<file path="src/rtl/wb_arb_pkg.sv">
// -----------------------------------------------------------------------------
// wb_arb_pkg
//   Shared types and constants for the Wishbone memory arbiter.
//   - arb_state_e : arbiter FSM state (IDLE / BUSY)
//   - MAX_MASTERS : upper bound on the number of upstream masters
//   - PERF_W      : width of each performance counter
//   - idx_width() : bits needed to index n masters (at least 1)
// -----------------------------------------------------------------------------
package wb_arb_pkg;

  typedef enum logic [0:0] {
    IDLE = 1'b0,
    BUSY = 1'b1
  } arb_state_e;

  localparam int unsigned MAX_MASTERS = 8;
  localparam int unsigned PERF_W      = 32;

  function automatic int unsigned idx_width(input int unsigned n);
    return (n > 1) ? $clog2(n) : 1;
  endfunction

endpackage

</file>
<file path="src/rtl/wb_mem_arbiter_rr_pick.sv">
// -----------------------------------------------------------------------------
// rr_pick
//   Combinational round-robin picker. Returns the first asserted request
//   found when scanning upward from i_ptr, wrapping modulo N_MASTERS.
//
//   Ports:
//     i_req   [N_MASTERS-1:0] : request vector, one bit per master
//     i_ptr   [IDX_W-1:0]     : index with highest priority this round
//     o_valid                 : at least one request is asserted
//     o_idx   [IDX_W-1:0]     : index of the chosen master (0 when !o_valid)
// -----------------------------------------------------------------------------
module rr_pick
  import wb_arb_pkg::*;
#(
  parameter int unsigned N_MASTERS = 2,
  parameter int unsigned IDX_W     = idx_width(N_MASTERS)
) (
  input  logic [N_MASTERS-1:0] i_req,
  input  logic [IDX_W-1:0]     i_ptr,
  output logic                 o_valid,
  output logic [IDX_W-1:0]     o_idx
);

  localparam int unsigned N_SCAN = (N_MASTERS < MAX_MASTERS) ? N_MASTERS : MAX_MASTERS;

  // Rotate the request vector so that bit 0 corresponds to master i_ptr;
  // the first set bit k then maps back to master (i_ptr + k) mod N.
  logic [N_MASTERS-1:0] w_rot;
  logic [IDX_W:0]       w_sum;

  assign w_rot = N_MASTERS'({i_req, i_req} >> i_ptr);

  always_comb begin
    o_valid = 1'b0;
    o_idx   = '0;
    w_sum   = '0;
    for (int unsigned k = 0; k < N_SCAN; k++) begin
      if (!o_valid && w_rot[k]) begin
        o_valid = 1'b1;
        w_sum   = {1'b0, i_ptr} + (IDX_W+1)'(k);
        if (w_sum >= (IDX_W+1)'(N_SCAN)) begin
          w_sum = w_sum - (IDX_W+1)'(N_SCAN);
        end
        o_idx = w_sum[IDX_W-1:0];
      end
    end
  end

endmodule

</file>
<file path="src/rtl/wb_mem_arbiter.sv">
// -----------------------------------------------------------------------------
// wb_mem_arbiter
//   N-master to one-slave Wishbone arbiter merging cache miss traffic onto a
//   single memory bus. Round-robin grant, held for the whole bus cycle; ACK/RTY
//   are routed only to the granted master, read data is broadcast.
//
//   Optional feature macro: MEMARB_PERF_EN
//     defined   : per-master saturating grant and wait-cycle counters
//     undefined : perf_grants / perf_waits tied to 0 (ports remain)
//
//   Ports:
//     CLK, RST            : clock, synchronous active-high reset
//     m_adr/m_dat_m/m_sel : packed per-master address, write data, byte sel
//     m_cyc/m_stb/m_we    : per-master cycle, strobe, write enable
//     m_dat_s             : read data, broadcast to all masters
//     m_ack/m_rty         : per-master acknowledge / retry
//     s_adr..s_we         : downstream master-side signals
//     s_dat_s/s_ack/s_rty : downstream read data, acknowledge, retry
//     perf_grants         : per-master grant counters (PERF_W each)
//     perf_waits          : per-master wait-cycle counters (PERF_W each)
// -----------------------------------------------------------------------------
module wb_mem_arbiter
  import wb_arb_pkg::*;
#(
  parameter int unsigned N_MASTERS = 2,
  parameter int unsigned ADDR_W    = 28,
  parameter int unsigned DATA_W    = 128
) (
  input  logic                          CLK,
  input  logic                          RST,
  input  logic [N_MASTERS*ADDR_W-1:0]   m_adr,
  input  logic [N_MASTERS*DATA_W-1:0]   m_dat_m,
  input  logic [N_MASTERS*DATA_W/8-1:0] m_sel,
  input  logic [N_MASTERS-1:0]          m_cyc,
  input  logic [N_MASTERS-1:0]          m_stb,
  input  logic [N_MASTERS-1:0]          m_we,
  output logic [DATA_W-1:0]             m_dat_s,
  output logic [N_MASTERS-1:0]          m_ack,
  output logic [N_MASTERS-1:0]          m_rty,
  output logic [ADDR_W-1:0]             s_adr,
  output logic [DATA_W-1:0]             s_dat_m,
  output logic [DATA_W/8-1:0]           s_sel,
  output logic                          s_cyc,
  output logic                          s_stb,
  output logic                          s_we,
  input  logic [DATA_W-1:0]             s_dat_s,
  input  logic                          s_ack,
  input  logic                          s_rty,
  output logic [N_MASTERS*PERF_W-1:0]   perf_grants,
  output logic [N_MASTERS*PERF_W-1:0]   perf_waits
);

  localparam int unsigned SEL_W = DATA_W / 8;
  localparam int unsigned IDX_W = idx_width(N_MASTERS);

  arb_state_e       r_state;
  arb_state_e       w_state_nxt;
  logic [IDX_W-1:0] r_gnt_idx;
  logic [IDX_W-1:0] w_gnt_nxt;
  logic [IDX_W-1:0] r_rr_ptr;
  logic [IDX_W-1:0] w_rr_nxt;
  logic [IDX_W-1:0] w_ptr_inc;

  logic [N_MASTERS-1:0] w_req;
  logic                 w_pick_valid;
  logic [IDX_W-1:0]     w_pick_idx;

  // Signals of the currently indexed master, independent of FSM state
  logic [ADDR_W-1:0] w_g_adr;
  logic [DATA_W-1:0] w_g_dat;
  logic [SEL_W-1:0]  w_g_sel;
  logic              w_g_cyc;
  logic              w_g_stb;
  logic              w_g_we;

  assign w_req = m_cyc & m_stb;

  rr_pick #(
    .N_MASTERS (N_MASTERS),
    .IDX_W     (IDX_W)
  ) u_rr_pick (
    .i_req   (w_req),
    .i_ptr   (r_rr_ptr),
    .o_valid (w_pick_valid),
    .o_idx   (w_pick_idx)
  );

  // Wrap explicitly so non-power-of-two N and N=1 stay in range
  assign w_ptr_inc = (r_gnt_idx == IDX_W'(N_MASTERS - 1)) ? '0 : r_gnt_idx + IDX_W'(1);

  // ---------------------------------------------------------------------------
  // FSM
  // ---------------------------------------------------------------------------
  always_ff @(posedge CLK) begin
    if (RST) begin
      r_state   <= IDLE;
      r_gnt_idx <= '0;
      r_rr_ptr  <= '0;
    end else begin
      r_state   <= w_state_nxt;
      r_gnt_idx <= w_gnt_nxt;
      r_rr_ptr  <= w_rr_nxt;
    end
  end

  always_comb begin
    w_state_nxt = r_state;
    w_gnt_nxt   = r_gnt_idx;
    w_rr_nxt    = r_rr_ptr;
    case (r_state)
      IDLE: begin
        if (w_pick_valid) begin
          w_state_nxt = BUSY;
          w_gnt_nxt   = w_pick_idx;
        end
      end
      BUSY: begin
        // Completion takes precedence over a simultaneous CYC drop
        if (s_ack || s_rty) begin
          w_state_nxt = IDLE;
          w_rr_nxt    = w_ptr_inc;
        end else if (!w_g_cyc) begin
          w_state_nxt = IDLE;
        end
      end
      default: w_state_nxt = IDLE;
    endcase
  end

  // ---------------------------------------------------------------------------
  // Granted-master mux and response routing
  // ---------------------------------------------------------------------------
  always_comb begin
    w_g_adr = '0;
    w_g_dat = '0;
    w_g_sel = '0;
    w_g_cyc = 1'b0;
    w_g_stb = 1'b0;
    w_g_we  = 1'b0;
    for (int unsigned i = 0; i < N_MASTERS; i++) begin
      if (r_gnt_idx == IDX_W'(i)) begin
        w_g_adr = m_adr[i*ADDR_W +: ADDR_W];
        w_g_dat = m_dat_m[i*DATA_W +: DATA_W];
        w_g_sel = m_sel[i*SEL_W +: SEL_W];
        w_g_cyc = m_cyc[i];
        w_g_stb = m_stb[i];
        w_g_we  = m_we[i];
      end
    end
  end

  always_comb begin
    s_adr   = '0;
    s_dat_m = '0;
    s_sel   = '0;
    s_cyc   = 1'b0;
    s_stb   = 1'b0;
    s_we    = 1'b0;
    m_ack   = '0;
    m_rty   = '0;
    if (r_state == BUSY) begin
      s_adr   = w_g_adr;
      s_dat_m = w_g_dat;
      s_sel   = w_g_sel;
      s_cyc   = w_g_cyc;
      s_stb   = w_g_stb;
      s_we    = w_g_we;
      for (int unsigned i = 0; i < N_MASTERS; i++) begin
        if (r_gnt_idx == IDX_W'(i)) begin
          m_ack[i] = s_ack;
          m_rty[i] = s_rty;
        end
      end
    end
  end

  assign m_dat_s = s_dat_s;

  // ---------------------------------------------------------------------------
  // Performance counters
  // ---------------------------------------------------------------------------
`ifdef MEMARB_PERF_EN
  logic [PERF_W-1:0] r_perf_grants [N_MASTERS];
  logic [PERF_W-1:0] r_perf_waits  [N_MASTERS];

  always_ff @(posedge CLK) begin
    if (RST) begin
      for (int unsigned i = 0; i < N_MASTERS; i++) begin
        r_perf_grants[i] <= '0;
        r_perf_waits[i]  <= '0;
      end
    end else begin
      for (int unsigned i = 0; i < N_MASTERS; i++) begin
        if ((r_state == IDLE) && w_pick_valid && (w_pick_idx == IDX_W'(i)) &&
            (r_perf_grants[i] != '1)) begin
          r_perf_grants[i] <= r_perf_grants[i] + PERF_W'(1);
        end
        // A master waits whenever it requests without owning the bus
        if (w_req[i] && !((r_state == BUSY) && (r_gnt_idx == IDX_W'(i))) &&
            (r_perf_waits[i] != '1)) begin
          r_perf_waits[i] <= r_perf_waits[i] + PERF_W'(1);
        end
      end
    end
  end

  always_comb begin
    perf_grants = '0;
    perf_waits  = '0;
    for (int unsigned i = 0; i < N_MASTERS; i++) begin
      perf_grants[i*PERF_W +: PERF_W] = r_perf_grants[i];
      perf_waits[i*PERF_W +: PERF_W]  = r_perf_waits[i];
    end
  end
`else
  assign perf_grants = '0;
  assign perf_waits  = '0;
`endif

endmodule

</file>
<file path="config.mk">
export PLATFORM = sky130hd
export DESIGN_NAME = wb_mem_arbiter
export DESIGN_NICKNAME = d
export VERILOG_FILES = /design/src/rtl/wb_arb_pkg.sv /design/src/rtl/wb_mem_arbiter_rr_pick.sv /design/src/rtl/wb_mem_arbiter.sv
export SDC_FILE = /design/constraint.sdc
export NUM_CORES = 1
export LEC_CHECK = 0
export CAP_MARGIN = 20
export CORE_AREA = 2 2 361 363
export CTS_CLUSTER_DIAMETER = 150
export CTS_CLUSTER_SIZE = 16
export DETAILED_ROUTE_END_ITERATION = 8
export DIE_AREA = 0 0 363 365
export PLACE_DENSITY = 0.3
export REMOVE_ABC_BUFFERS = 1
export SYNTH_ARGS = -nofsm -noshare
export SYNTH_HDL_FRONTEND = slang
export SYNTH_HIERARCHICAL = 1
export SYNTH_SLANG_ARGS = --single-unit
</file>
<file path="constraint.sdc">
create_clock -name CLK -period 2.4 [get_ports CLK]
set_clock_uncertainty 0.1 [all_clocks]
set_input_delay 0.72 -clock CLK [delete_from_list [all_inputs] [get_ports CLK]]
set_output_delay 0.72 -clock CLK [all_outputs]
set_load 0.02 [all_outputs]
</file>
==> impl_metrics.yaml, run 1 <==
clocking:
  cts_inserted_buffers: 3
  clk_pin_slew_ns: 0.03
  cts_htree_levels: 1
  cts_root_buffer: "clkbuf_16"
  clock_sinks: 3
  clk_path_buf_depth: 2
  clk_latency_ns: 0.22
  cts_tree: "done"
placement:
  port_buffers: 532
  placed_cell_area_mm2: 0.0125
  hpwl_um: 76400
  place.gp.congestion: 0.724
  place_ws_ns: -0.785
finish:
  drive_gt1_share_pct: 42.0
  area_delta_synth_final_pct: 182
  final_area_mm2: 0.0144
  fin_nets: 1590
  fin_util_pct: 11.2
global_routing:
  grt_pass1_vias: 6646
  grt_pass1_wl_um: 103000
  grt.overflow.total: 0
  grt_start_max_net_pins: 52
  antenna_found_initial: 12
  grtUsageTotal_pct: 12.8
sta:
  finalSetupViolations: 106
  hold_violations: 0
  fin_crit_ns: 2.63
  fin_crit_sh_pct: 110
  finalMaxSlewViolations: 0
  finalSetupTns_ns: -13.29
  setup_ws_ns: -0.233
  rsz0062_at_grt: "true"
  whs_ns: 0.412
  max_freq_mhz: 380
drt:
  vias: 6795
  dr.pass1.iters: 4
  initialDrtViolationCount: 479
  routed_via_density: 2.44
  routed_wl_um: 90800
  wl_per_cell_um: 32.6
  drtAntennaViolNets: 0
  drc: 0
logic_synthesis:
  synthArstFlopShare_pct: 0
  yosys_most_used_dff: "dfxtp_1"
  netlist_area_mm2: 0.00512
  synth_seq_area_share_pct: 1.17
  synth_area_leader_cell: "buf_4"
  synth-seq-cells: 3
  synth_edf_count: 0
  synth_top_area_share_pct: 37.5
  yosys-top-cells-area: "buf_4, mux2i_1, nor2b_1"
  avgSynthCellArea_um2: 7.67
  yosys_warnings: 6
  synthDistinctLibCells: 22
  postSynthCellCount: 668
power:
  p_leak_nw: 5.26
  p_per_area_mw_per_mm2: 199
  max-vdd-ir-drop_mv: 0.170
floorplan:
  core_mm2: 0.129
  start_util_pct: 3.98
  placementRows: 132
  fp.dieH_um: 365
  ioPinCount: 917
  die_x_um: 363
  dieArea_mm2: 0.132
setup_path:
  cp-end-kind: "output pin"
  crit_required_ns: 1.58
  crit_type: "reg2out"
  cp.arrival_ns: 1.81
  cp-start-kind: "flop"
  critPathMaxFanout: 16
job:
  cap_violations: 0
outcome:
  violations: "negative setup slack"
  status: "finished with violations"
hold_path:
  hold_path.class: "reg2reg"
==> through the flow <==
step / std cells / total power, mW
detailed placement: 2742 / 2.32
CTS: 2773 / 2.79
global placement: 2742 / 2.31
global route: 2785 / 3.02
finish: 2785 / 2.87
floorplan: 499 / 0.838
==> final cells by class <==
cell class	count	area, µm²
Multi-Input combinational cell	495	4860
Fill cell	14770	114000
Timing Repair Buffer	604	7330
Sequential cell	3	67.6
Tap cell	1675	2100
Inverter	1	3.75
Clock buffer	4	78.8
Antenna cell	3	7.51
==> final timing paths <==
kind         startpoint     endpoint  slack (ns)  cells after the start
min            r_rr_ptr     r_rr_ptr        0.41                      2
min reg2reg    r_rr_ptr     r_rr_ptr        0.41                      2
max           r_gnt_idx  s_dat_m[96]       -0.23                      7
max reg2reg   r_gnt_idx      r_state        0.12                     10
==> registers in the layout, summed over array words and instances (netlist names) <==
register,flops
r_gnt_idx,1
r_state,1
r_rr_ptr,1
==> cells by family (layout without fill, tap and decap cells) <==
logic type | after synthesis | after routing | share of synthesized area (%)
buffers and inverters | 297 | 609 | 41.0
AND/OR/NAND/NOR | 187 | 187 | 22.9
multiplexers | 175 | 175 | 34.2
AO/OA/AOI/OAI | 5 | 5 | 0.635
flip-flops | 3 | 3 | 1.17
other | 1 | 131 | 0.0732
==> report_power, final <==
part | leakage (nW) | switching [mW] | internal (mW) | total (mW)
registers | 0.0260 | 0.00778 | 0.0526 | 0.0604
logic | 5.20 | 1.21 | 1.34 | 2.55
clock network | 0.0382 | 0.0436 | 0.219 | 0.263
==> Yosys cell counts (all sizes together) (2+ instances only) <==
master	n
clkbuf	20
and2	2
dfxtp	3
buf	276
nor2b	175
and3b	2
a21oi	2
and3	2
mux2i	175
==> metal layers <==
metal  wire length (µm)  global-route usage [%]  vias up
met3              21500                    15.2       58
met4               1110                    1.11       26
li1                   -                       -     2669
met2              32800                    16.1     1001
met1              33000                    13.0     3041
met5               2400                    12.5        -
==> layout by cell type (no fill, tap or decap), types with 2 or more instances in the layout <==
master / synthesis / routed
a21oi_1: 2 / 2
mux2i_4: 0 / 68
nor2b_4: 0 / 32
buf_12: 0 / 130
buf_16: 0 / 9
dlygate4sd2_1: 0 / 87
nor2b_1: 175 / 67
and3b_1: 2 / 2
buf_8: 0 / 3
buf_4: 256 / 67
buf_2: 19 / 20
bufbuf_16: 0 / 2
dfxtp_4: 0 / 2
conb_1: 1 / 128
clkbuf_16: 0 / 6
clkdlybuf4s15_1: 0 / 2
nor2b_2: 0 / 76
dlymetal6s2s_1: 0 / 37
mux2i_1: 175 / 72
clkdlybuf4s50_1: 0 / 230
and2_1: 2 / 2
mux2i_2: 0 / 35
diode_2: 0 / 3
buf_6: 0 / 11
==> worst max-delay path, cell delays in order (launching register included) <==
cell and delay [ns]:
dfxtp_4 0.35, buf_12 0.12, buf_16 0.13, buf_16 0.14, buf_12 0.22, mux2i_2 0.31, nor2b_1 0.12, buf_12 0.15
==> timing repair <==
| action | 4_1_cts | 5_1_grt |
|---|---|---|
| setup endpoints to repair | 178 | 158 |
| hold endpoints to repair | 0 | 0 |
| hold buffers | 0 | 0 |
| resized for setup | 578 | 185 |
| buffers inserted | 23 | 9 |
| cloned | 6 | 4 |
| pin swaps | 0 | 0 |
(Power assumes the default switching activity.)
==> run 2, diff against run 1 <==
--- a/constraint.sdc
+++ b/constraint.sdc
@@ -4,2 +4,2 @@
 set_output_delay 0.72 -clock CLK [all_outputs]
-set_load 0.02 [all_outputs]
+set_load 0.005 [all_outputs]
==> run 2 against run 1 <==
  * The flow still finishes with violations (negative setup slack)
  * Total power decreased by 14%
  * Via count increased by 2.0%
  * Design area decreased by 3.4%
  * Largest power group unchanged
  * Clock power about the same
  * Clock-buffer cell count unchanged
==> impl_metrics.yaml, run 2 (synthesis results as in run 1) <==
outcome:
  status: "finished with violations"
  violations: "negative setup slack"
setup_path:
  crit_chain: "buf_16 > buf_6 > buf_8 > mux2i_4 > nor2b_1 > dlygate4sd2_1"
  crit_end: "s_sel[4]"
  cp-start-kind: "flop"
  r2r_end: "r_state"
  rr_worst_depth: 8
  slowest_stage: "dfxtp_4"
  cpPeakStageDelay_ns: 0.37
  cp-startpoint: "r_gnt_idx"
  ff2ff_setup_slack_ns: 0.42
  cp.arrival_ns: 1.76
  crit_type: "reg2out"
  cp-end-kind: "output pin"
  critPathMaxFanout: 9
  timing.rr.start: "r_gnt_idx"
  crit_required_ns: 1.58
drt:
  routed_wl_um: 90700
  drtAntennaViolNets: 0
  dr.pass1.iters: 4
  wl_per_cell_um: 32.3
  drc: 0
  routed_via_density: 2.46
  initialDrtViolationCount: 399
  vias: 6928
global_routing:
  grt_pass1_vias: 6666
  grtUsageTotal_pct: 13.0
  grt_start_max_net_pins: 39
  grt_pass1_wl_um: 104000
  antenna_found_initial: 10
  grt.overflow.total: 0
finish:
  drive_gt1_share_pct: 39.2
  final_cell_mix: "clkdlybuf4s50_1, dlygate4sd2_1, conb_1"
  reg_top3: "r_gnt_idx (1), r_rr_ptr (1), r_state (1)"
  fin_nets: 1617
  area_delta_synth_final_pct: 172
  layout_commonest_cell: "clkdlybuf4s50_1"
  fillers: 14866
sta:
  fin_crit_sh_pct: 108
  whs_ns: 0.412
  finalMaxSlewViolations: 0
  finalSetupViolations: 99
  fin_crit_ns: 2.58
  setup_ws_ns: -0.183
  finalSetupTns_ns: -8.52
  hold_violations: 0
  rsz0062_at_grt: "true"
  max_freq_mhz: 387
placement:
  hpwl_um: 76900
  place.gp.congestion: 0.748
  port_buffers: 532
  place_ws_ns: -0.718
clocking:
  cts_inserted_buffers: 3
  clk_pin_slew_ns: 0.03
  cts_root_buffer: "clkbuf_16"
  clock_sinks: 3
  cts_tree: "done"
  clk_latency_ns: 0.22
  clk_path_buf_depth: 2
  cts_htree_levels: 1
hold_path:
  hold_path.class: "reg2reg"
  min_delay_path_depth: 2
power:
  p_sw_share_pct: 39.2
  p_int_mw: 1.51
  clkPwrFrac_pct: 10.6
  p_leak_nw: 5.06
  combPwrFrac_pct: 87.1
  max-vdd-ir-drop_mv: 0.135
  p_per_area_mw_per_mm2: 178
  switchingPower_uw: 970
  power_mw: 2.48
  seqPwrFrac_pct: 2.3
job:
  cap_violations: 0
floorplan:
  ioPinCount: 917
  core_mm2: 0.129
  die_x_um: 363
  fp.dieH_um: 365
  placementRows: 132
  dieArea_mm2: 0.132
  start_util_pct: 3.98
[run 2: cell types whose count changed in the layout (fill, tap and decap cells not counted), sizes merged]
cell / delta
dlygate4sd2: +59
dlymetal6s2s: -33
clkbuf: +18
clkdlybuf4s50: -13
buf: -3
bufbuf: -1
diode: -1
[run 2: how the worst min path moves through the flow]
stage	slack (ns)	from	endpoint
5_1_grt	0.43	r_rr_ptr	r_rr_ptr
6_report	0.41	r_rr_ptr	r_rr_ptr
3_3_place_gp	0.39	r_rr_ptr	r_rr_ptr
3_5_place_dp	0.40	r_rr_ptr	r_rr_ptr
4_1_cts	0.41	r_rr_ptr	r_rr_ptr
2_1_floorplan	0.37	r_rr_ptr	r_rr_ptr
[run 2: layout make-up]
type / count / area, µm² / share of cell area [%]
multi-input cells: 495 / 4760 / 34.1
flip-flops and latches: 3 / 67.6 / 0.484
diodes: 2 / 5.00 / 0.0359
clock buffers: 4 / 78.8 / 0.565
repair buffers: 631 / 6940 / 49.7
inverters: 1 / 3.75 / 0.0269
well taps: 1675 / 2100 / 15.0
[run 2: timing repair]
action | CTS | global route
hold buffers | 0 | 0
gates cloned | 9 | 1
setup buffers | 40 | 14
resized for setup | 705 | 92
setup endpoints to repair | 177 | 157
[run 2: routing by layer]
| metal | track usage [%] | vias to the layer above | wire length [µm] |
|---|---|---|---|
| met5 | 8.97 | - | 1830 |
| li1 | - | 2722 | - |
| met1 | 14.2 | 3136 | 34400 |
| met3 | 14.0 | 62 | 20700 |
| met4 | 0.976 | 28 | 702 |
| met2 | 16.8 | 980 | 33100 |
[run 2: stage by stage]
stage | utilization [%] | instance area [µm²] | cells
2_1_floorplan | - | 3500 | 499
3_3_place_gp | 9.31 | 12000 | 2747
3_5_place_dp | 9.31 | 12000 | 2747
4_1_cts | 10.6 | 13700 | 2798
5_1_grt | 10.8 | 13900 | 2811
6_report | 10.8 | 13900 | 2811
[run 2: worst max-delay path, delay by kind of cell, from the launching register on]
family / cells / cell delay, ns
flops: 1 / 0.37
simple gates: 1 / 0.08
buf+inv: 4 / 0.74
mux: 1 / 0.34
[run 2: power groups by stage]
stage	Combinational, mW	Clock [mW]	Sequential, mW
6_report	2.16	0.264	0.0563
5_1_grt	2.28	0.273	0.0567
4_1_cts	2.15	0.266	0.0561
3_5_place_dp	1.88	0	0.0556
3_3_place_gp	1.87	0	0.0555
2_1_floorplan	0.422	0	0.120
==> run 3, diff against run 2 <==
--- a/constraint.sdc
+++ b/constraint.sdc
@@ -4,2 +4,2 @@
 set_output_delay 0.72 -clock CLK [all_outputs]
-set_load 0.005 [all_outputs]
+set_load 0.1 [all_outputs]
==> run 3 against run 2 <==
  * Clock power is essentially flat
  * Largest cell class unchanged
  * The run still ends with negative setup slack left
  * Sequential power grew 5.0%
  * Utilization grew 1.0 points
  * Largest power group unchanged
  * Clock-buffer cell count is the same
  * Critical path type unchanged
  * Maximum frequency shrank 0.38%
==> impl_metrics.yaml, run 3 (synthesis results as in run 1) <==
global_routing:
  grt_pass1_vias: 6718
  grtUsageTotal_pct: 12.9
  antenna_found_initial: 22
  grt_pass1_wl_um: 104000
  grt.overflow.total: 0
  grt_start_max_net_pins: 90
setup_path:
  cp.arrival_ns: 1.77
  crit_required_ns: 1.58
  cp-start-kind: "flop"
  crit_type: "reg2out"
  ff2ff_setup_slack_ns: 0.05
  critPathMaxFanout: 9
  timing.rr.start: "r_gnt_idx"
  cp-end-kind: "output pin"
  cp-startpoint: "r_gnt_idx"
sta:
  finalMaxSlewViolations: 0
  finalSetupViolations: 144
  fin_crit_ns: 2.59
  whs_ns: 0.402
  setup_ws_ns: -0.193
  rsz0062_at_grt: "true"
  hold_violations: 0
  fin_crit_sh_pct: 108
  max_freq_mhz: 386
clocking:
  cts_htree_levels: 1
  cts_tree: "done"
  cts_inserted_buffers: 3
  clk_pin_slew_ns: 0.03
  clk_latency_ns: 0.22
  clock_sinks: 3
  clk_path_buf_depth: 2
  cts_root_buffer: "clkbuf_16"
drt:
  drc: 0
  drtAntennaViolNets: 0
  routed_wl_um: 90500
  wl_per_cell_um: 32.5
  dr.pass1.iters: 4
  vias: 6819
  routed_via_density: 2.45
  initialDrtViolationCount: 468
floorplan:
  start_util_pct: 3.98
  dieArea_mm2: 0.132
  placementRows: 132
  ioPinCount: 917
  fp.dieH_um: 365
  die_x_um: 363
  core_mm2: 0.129
power:
  p_leak_nw: 5.77
  p_per_area_mw_per_mm2: 298
  max-vdd-ir-drop_mv: 0.268
  power_mw: 4.56
finish:
  final_cell_mix: "dlygate4sd2_1, buf_12, conb_1"
  layout_commonest_cell: "dlygate4sd2_1"
  drive_gt1_share_pct: 47.1
  fin_nets: 1584
  reg_top3: "r_gnt_idx (1), r_rr_ptr (1), r_state (1)"
  area_delta_synth_final_pct: 198
hold_path:
  min-delay-start: "r_rr_ptr"
  hold_path.class: "reg2reg"
outcome:
  status: "finished with violations"
  violations: "negative setup slack"
placement:
  place.gp.congestion: 0.719
  hpwl_um: 76600
  port_buffers: 532
  place_ws_ns: -0.580
job:
  cap_violations: 0
run 3: changes by cell type in the layout (fill, tap and decap cells not counted), moves of 14 or more:
cell / previous run / this run
nor2b_1: 103 / 26
mux2i_2: 29 / 49
mux2i_1: 73 / 57
buf_12: 92 / 187
buf_2: 37 / 0
clkbuf_16: 4 / 18
buf_4: 63 / 17
dlygate4sd2_1: 146 / 287
dlymetal6s2s_1: 4 / 36
clkbuf_2: 22 / 1
nor2b_2: 50 / 116
clkdlybuf4s50_1: 217 / 28
run 3: worst max-delay path: stages, from the launching register on:
cell and delay (ns):
dfxtp_4 0.36, buf_12 0.17, buf_4 0.18, buf_12 0.14
mux2i_4 0.19, nor2b_4 0.23, buf_12 0.21
run 3: through the flow:
step,utilization [%],cell area (µm²),TNS (ns),cells
6_report,11.9,15300,-9.66,2785
5_1_grt,11.9,15300,-15.36,2783
4_1_cts,11.2,14400,-14.97,2772
3_5_place_dp,10.2,13100,-36.14,2739
3_3_place_gp,10.2,13100,-34.82,2739
2_1_floorplan,-,3500,-1110.91,499
run 3: routing by layer:
metal  vias up  global-route usage [%]  share of wire [%]
li1       2669                       -                  -
met3        64                    14.6                 22
met5         -                    12.1                2.6
met2       924                    16.2                 36
met1      3132                    13.8                 39
met4        30                   0.765               0.79
run 3: final cells by class:
cell class / count / area, µm²
diodes: 9 / 22.5
flip-flops and latches: 3 / 67.6
multi-input cells: 495 / 5030
fillers: 14747 / 113000
clock buffers: 4 / 78.8
inverters: 1 / 3.75
well taps: 1675 / 2100
repair buffers: 598 / 7990
run 3: what timing repair did:
action / in CTS / in global routing
setup endpoints to repair: 179 / 156
hold buffers: 0 / 0
gates cloned: 7 / 4
pin swaps: 0 / 0
buffers inserted: 25 / 8
gates resized for setup: 574 / 191
run 3: worst paths after layout:
kind,endpoint,cells after the start
setup / recovery,s_dat_m[59],6
hold / removal,r_rr_ptr,2
setup reg to reg,r_state,10
hold reg to reg,r_rr_ptr,2
run 3: where the power goes:
part           internal [mW]  total, mW  switching, mW
Sequential            0.0526     0.0591        0.00654
Clock                  0.219      0.263         0.0442
Combinational           1.40       4.23           2.84
